--- config.mk ---
export PLATFORM = sky130hd
export DESIGN_NAME = frame_capture_seq
export DESIGN_NICKNAME = d
export VERILOG_FILES = /design/src/rtl/frame_capture_seq.sv
export SDC_FILE = /design/constraint.sdc
export NUM_CORES = 1
export LEC_CHECK = 0
export ABC_CLOCK_PERIOD_IN_PS = 2400
export CORE_AREA = 2 2 97 99
export CTS_CLUSTER_SIZE = 10
export DETAILED_ROUTE_END_ITERATION = 7
export DIE_AREA = 0 0 99 101
export PLACE_DENSITY_LB_ADDON = 0.3
export SETUP_SLACK_MARGIN = 0.2
export SLEW_MARGIN = 20
export SYNTH_ARGS = -nofsm -noshare
export SYNTH_HDL_FRONTEND = slang
export SYNTH_SLANG_ARGS = --single-unit
export TNS_END_PERCENT = 30
--- constraint.sdc ---
create_clock -name D5M_PIXLCLK -period 2.4 [get_ports D5M_PIXLCLK]
set_input_delay 0.6 -clock D5M_PIXLCLK [delete_from_list [all_inputs] [get_ports D5M_PIXLCLK]]
set_output_delay 0.6 -clock D5M_PIXLCLK [all_outputs]
set_load 0.05 [all_outputs]
--- src/rtl/frame_capture_seq.sv ---
// Camera pixel capture sequencer: packs three 12-bit pixels per 36-bit FIFO word
// for one frame per synchronized start request, then waits for the reader to drain.
module frame_capture_seq #(
  parameter logic [19:0] WORDS_PER_FRAME = 20'd102400,
  parameter int          SYNC_STAGES     = 2
) (
  input  logic        D5M_PIXLCLK,
  input  logic        RST_N,
  input  logic        iFVAL,
  input  logic [11:0] iDATA,
  input  logic        iDATA_VAL,
  input  logic        start_req,
  input  logic        drain_done,
  input  logic        wrfull,
  output logic [35:0] wr_word,
  output logic        wrreq,
  output logic        busy,
  output logic        frame_done,
  output logic [19:0] word_count,
  output logic        overflow,
  output logic        short_frame
);

  typedef enum logic [1:0] {IDLE, WAIT_SOF, CAPTURE, DRAIN_WAIT} state_t;

  state_t                 state_q, state_d;
  logic [SYNC_STAGES-1:0] startSync_q, drainSync_q;
  logic                   startPrev_q, fvalPrev_q;
  logic [1:0]             lane_q;
  logic [11:0]            lane0_q, lane1_q;
  logic [35:0]            word_q;
  logic                   wrPend_q;
  logic [19:0]            count_q;
  logic                   overflow_q, short_q, frameDone_q;

  logic startPulse, drainSeen, startGo, sofSeen;
  logic writeFire, finalWrite, captureEnd, pixelTake;

  assign startPulse = startSync_q[SYNC_STAGES-1] & ~startPrev_q;
  assign drainSeen  = drainSync_q[SYNC_STAGES-1];
  assign startGo    = (state_q == IDLE) && startPulse;
  assign sofSeen    = (state_q == WAIT_SOF) && iFVAL && !fvalPrev_q;
  assign writeFire  = wrPend_q & ~wrfull;
  // The last word wins over a simultaneous FVAL fall, so that frame counts as complete.
  assign finalWrite = (state_q == CAPTURE) && writeFire && (count_q == WORDS_PER_FRAME - 20'd1);
  assign captureEnd = (state_q == CAPTURE) && (finalWrite || !iFVAL);
  assign pixelTake  = (state_q == CAPTURE) && !captureEnd && iDATA_VAL;

  always_ff @(posedge D5M_PIXLCLK or negedge RST_N) begin
    if (!RST_N) state_q <= IDLE;
    else        state_q <= state_d;
  end

  always_comb begin
    state_d = state_q;
    case (state_q)
      IDLE:       if (startPulse) state_d = WAIT_SOF;
      WAIT_SOF:   if (sofSeen)    state_d = CAPTURE;
      CAPTURE:    if (captureEnd) state_d = DRAIN_WAIT;
      DRAIN_WAIT: if (drainSeen)  state_d = IDLE;
      default:                    state_d = IDLE;
    endcase
  end

  always_comb begin
    busy        = (state_q != IDLE);
    wrreq       = writeFire;
    wr_word     = word_q;
    frame_done  = frameDone_q;
    word_count  = count_q;
    overflow    = overflow_q;
    short_frame = short_q;
  end

  always_ff @(posedge D5M_PIXLCLK or negedge RST_N) begin
    if (!RST_N) begin
      startSync_q <= '0;
      drainSync_q <= '0;
      startPrev_q <= 1'b0;
      fvalPrev_q  <= 1'b0;
      lane_q      <= 2'd0;
      lane0_q     <= 12'd0;
      lane1_q     <= 12'd0;
      word_q      <= 36'd0;
      wrPend_q    <= 1'b0;
      count_q     <= 20'd0;
      overflow_q  <= 1'b0;
      short_q     <= 1'b0;
      frameDone_q <= 1'b0;
    end else begin
      for (int i = SYNC_STAGES - 1; i > 0; i--) begin
        startSync_q[i] <= startSync_q[i-1];
        drainSync_q[i] <= drainSync_q[i-1];
      end
      startSync_q[0] <= start_req;
      drainSync_q[0] <= drain_done;
      startPrev_q    <= startSync_q[SYNC_STAGES-1];
      fvalPrev_q     <= iFVAL;
      wrPend_q       <= pixelTake && (lane_q == 2'd2);
      frameDone_q    <= captureEnd;

      if (pixelTake) begin
        case (lane_q)
          2'd0:    begin lane0_q <= iDATA; lane_q <= 2'd1; end
          2'd1:    begin lane1_q <= iDATA; lane_q <= 2'd2; end
          default: begin word_q <= {iDATA, lane1_q, lane0_q}; lane_q <= 2'd0; end
        endcase
      end
      // Partial words never survive a capture boundary.
      if (startGo || captureEnd) lane_q <= 2'd0;

      if (startGo) begin
        count_q    <= 20'd0;
        overflow_q <= 1'b0;
        short_q    <= 1'b0;
      end else begin
        if (writeFire && (count_q != WORDS_PER_FRAME)) count_q <= count_q + 20'd1;
        if (wrPend_q && wrfull)                         overflow_q <= 1'b1;
        if (captureEnd && !finalWrite)                  short_q <= 1'b1;
      end
    end
  end

endmodule

==> metrics.md <==
| Metric | Value |
|---|---|
| Run status | `finished clean` |
| CP Data Arrival Time | `1.63 ns` |
| EDFF count, synth | `0` |
| Antenna violations before repair | `0` |
| CTS tree | `built` |
| Pwr per Cell Area | `about 950 mW/mm^2` |
| Area Overhead vs Synth | `36.5%` |
| Clock Tree Root | `clkbuf_8` |
| Max Slew Vio Count | `0` |
| Total GRT Usage | `16.7%` |
| Post-Syn Instances | `300` |
| Hold crit path type | `primary input to asynchronous set/reset pin` |
| Die H | `101 um` |
| Worst Path Required | `roughly 1.8 ns` |
| Fin. Hold Viols | `0` |
| Yosys cell types | `39` |
| Pleak | `~0.0026 uW` |
| WP buf/inv | `1` |
| Antenna Violating Nets Remaining | `0` |
| Met2 GRT Util | `26.9%` |
| Critical Path Source Type | `register` |
| Gpl congestion | `0.816` |
| Sequential area share after synthesis | `60.1%` |
| Final clock skew | `0.0149 ns` |
| Via density | `around 5.2` |
| GRT busiest layer | `met2` |
| Core area | `0.00898 mm^2` |
| Worst slack at placement | `-0.341 ns` |
| Main area contributors after synthesis | `dfrtp_1 (60%), mux2_2 (17%), nor2_1 (2.1%)` |
| I/O pins | `80` |
| FILL cells | `716` |
| Most frequent cells in the layout | `dfrtp_1 (87), clkdlybuf4s50_1 (67), mux2_2 (59)` |
| Top delay family on crit path | `buffers and inverters` |
| Share of the synthesized area in the top cell type | `60.1%` |
| Period utilisation layout | `92.9%` |
| Worst skew pair latency | `0.36 ns` |
| Largest net degree at the start of global routing | `40` |
| Ant. Diodes | `0` |
| Slowest stage delay, CP | `0.83 ns` |
| Total vias in the final route | `2709` |
| FF/Latch Area | `around 0.0024 mm^2` |
| H-Tree Depth | `3` |
| Met3 usage | `4.37%` |
| Iteration-0 DRC Markers | `33` |
| CP Class | `register to output pin` |
| First-pass GRT wire length | `13200 um` |
| Final worst slack | `0.171 ns` |
| Worst Tran Pin Value | `0.761 ns` |
| CTS Sinks | `between 90 and 100` |
| Total Power | `5090 uW` |
| Main synth FF type | `dfrtp_1` |
| Clock slew at reported path FFs | `0.10 ns` |
| Initial DRT Pass Iterations | `4` |
| Finished Layout Cells | `roughly 520` |
| Starting Density | `43.6%` |
| Fin crit period | `2.23 ns` |
| DRC Markers | `0` |
| Critical Path Slowest Stage Cell | `clkdlybuf4s50_1` |
| Longest Clk Path Bufs | `2` |
| Wirelength per Cell | `15.4 um` |
| Post-Syn Area | `0.00391 mm^2` |
| RSZ-0062 raised after global routing | `true` |
| DP Cell Count | `~500` |
| Met1 Resource Use GR | `between 20% and 30%` |
| Total Routed Length | `8050 um` |
| Nets@finish | `about 430` |
| Die area | `roughly 0.01 mm^2` |
| Remaining Overflow, GRT | `0` |
| Core Util, Final | `just under 60%` |
| Max VDD drop | `0.000651 V` |
| Yosys warns | `0` |
| Multi-input logic area | `about 0.0015 mm^2` |
| Synth Register Bits | `94` |
| HPWL Detailed | `5550 um` |
| Rel. slew slack | `49.3%` |
| Final setup TNS | `0 ns` |
| Site row count | `35` |
| Post-synth top area cell | `dfrtp_1` |
| Synthesized net count | `325` |
| CTS Buf Count | `9` |
| Ys async rst share | `100%` |
| PortBufs | `79` |
| Kind of capture point of the worst setup path | `output pin` |
| Mean Syn Cell Area | `13.0 um^2` |
| Share of post-route cells with drive strength above 1 | `30.8%` |
| Max FO, Critical Path | `5` |
| DIE WIDTH | `99 um` |
| CP Cell Sequence | `clkdlybuf4s50_1` |
| Vias in the first global route | `2703` |
| # setup viols final | `0` |
| Max Cap Viol | `0` |
| Commonest non-fill, non-tap cell in the layout | `dfrtp_1` |
| Fmax | `roughly 0.45 GHz` |
kinds of logic after synthesis:
kind of cell,share of synthesized area [%]
compound gates,4.16
xor+xnor,2.46
fa+ha+maj,1.92
buf+inv,2.40
flops,60.1
mux,17.7
simple gates,11.3
state kept, by name (all words and copies together) (netlist names), 2 cells and up:
name	count
wr_word	36
word_count	20
lane0_q	12
lane1_q	12
drainSync_q	2
lane_q	2
startSync_q	2
state_q	2
per-stage QoR:
| step | hold slack [ns] | area [um^2] |
|---|---|---|
| 5_1_grt | 0.243 | 5340 |
| 2_1_floorplan | 0.304 | 3920 |
| 6_report | 0.220 | 5340 |
| 3_5_place_dp | 0.339 | 4990 |
| 4_1_cts | 0.223 | 5220 |
| 3_3_place_gp | 0.342 | 4990 |
Yosys cell counts (all sizes together) (3+ instances only):
master	instances
nand3	14
or4	4
nand2	15
or3	5
nor4	5
nor2	22
o211ai	3
dfrtp	94
xnor2	5
nand4	5
o21ai	8
mux2	61
ha	6
buf	6
inv	13
xor2	6
nor3	4
a21oi	10
path summary, 6_finish.rpt:
check	from	endpoint	slack, ns	cells after the start
min in group D5M_PIXLCLK	drainSync_q[0]	drainSync_q[1]	0.36	0
worst max-delay path	word_count[11]	word_count[11]	0.17	1
worst max register to register	word_count[13]	state_q[1]	0.22	5
worst min register to register	drainSync_q[0]	drainSync_q[1]	0.36	0
worst min-delay path	RST_N	word_count[9]	0.22	1
max in group asynchronous	RST_N	wr_word[8]	1.52	2
layer usage:
layer | wire [um] | vias to the layer above
li1 | - | 1279
met1 | 3480 | 1355
met2 | 4020 | 68
met3 | 477 | 7
met4 | 70 | 0
met5 | 0 | -
repair_timing:
action                                  4_1_cts  5_1_grt
hold buffers                                  0        0
setup buffers                                 1        6
pin swaps                                     2        4
resized for setup                             9       14
hold endpoints to repair                      0        0
gates cloned                                  0        1
endpoints found under the setup margin       81       92
power breakdown:
part	leakage (uW)	total [uW]	switching [uW]	internal, uW
Clock	0.000102	1040	607	433
Combinational	0.00123	1850	1080	768
Sequential	0.00124	2200	221	1980
cell type report:
cell class / count / area share, %
clock inverters: 6 / 1.17
well taps: 111 / 2.60
clock buffers: 10 / 2.58
multi-input cells: 185 / 28.3
repair buffers: 104 / 20.2
inverters: 13 / 0.914
flip-flops and latches: 94 / 44.2
Note: power is estimated with default switching activity, not from simulation.
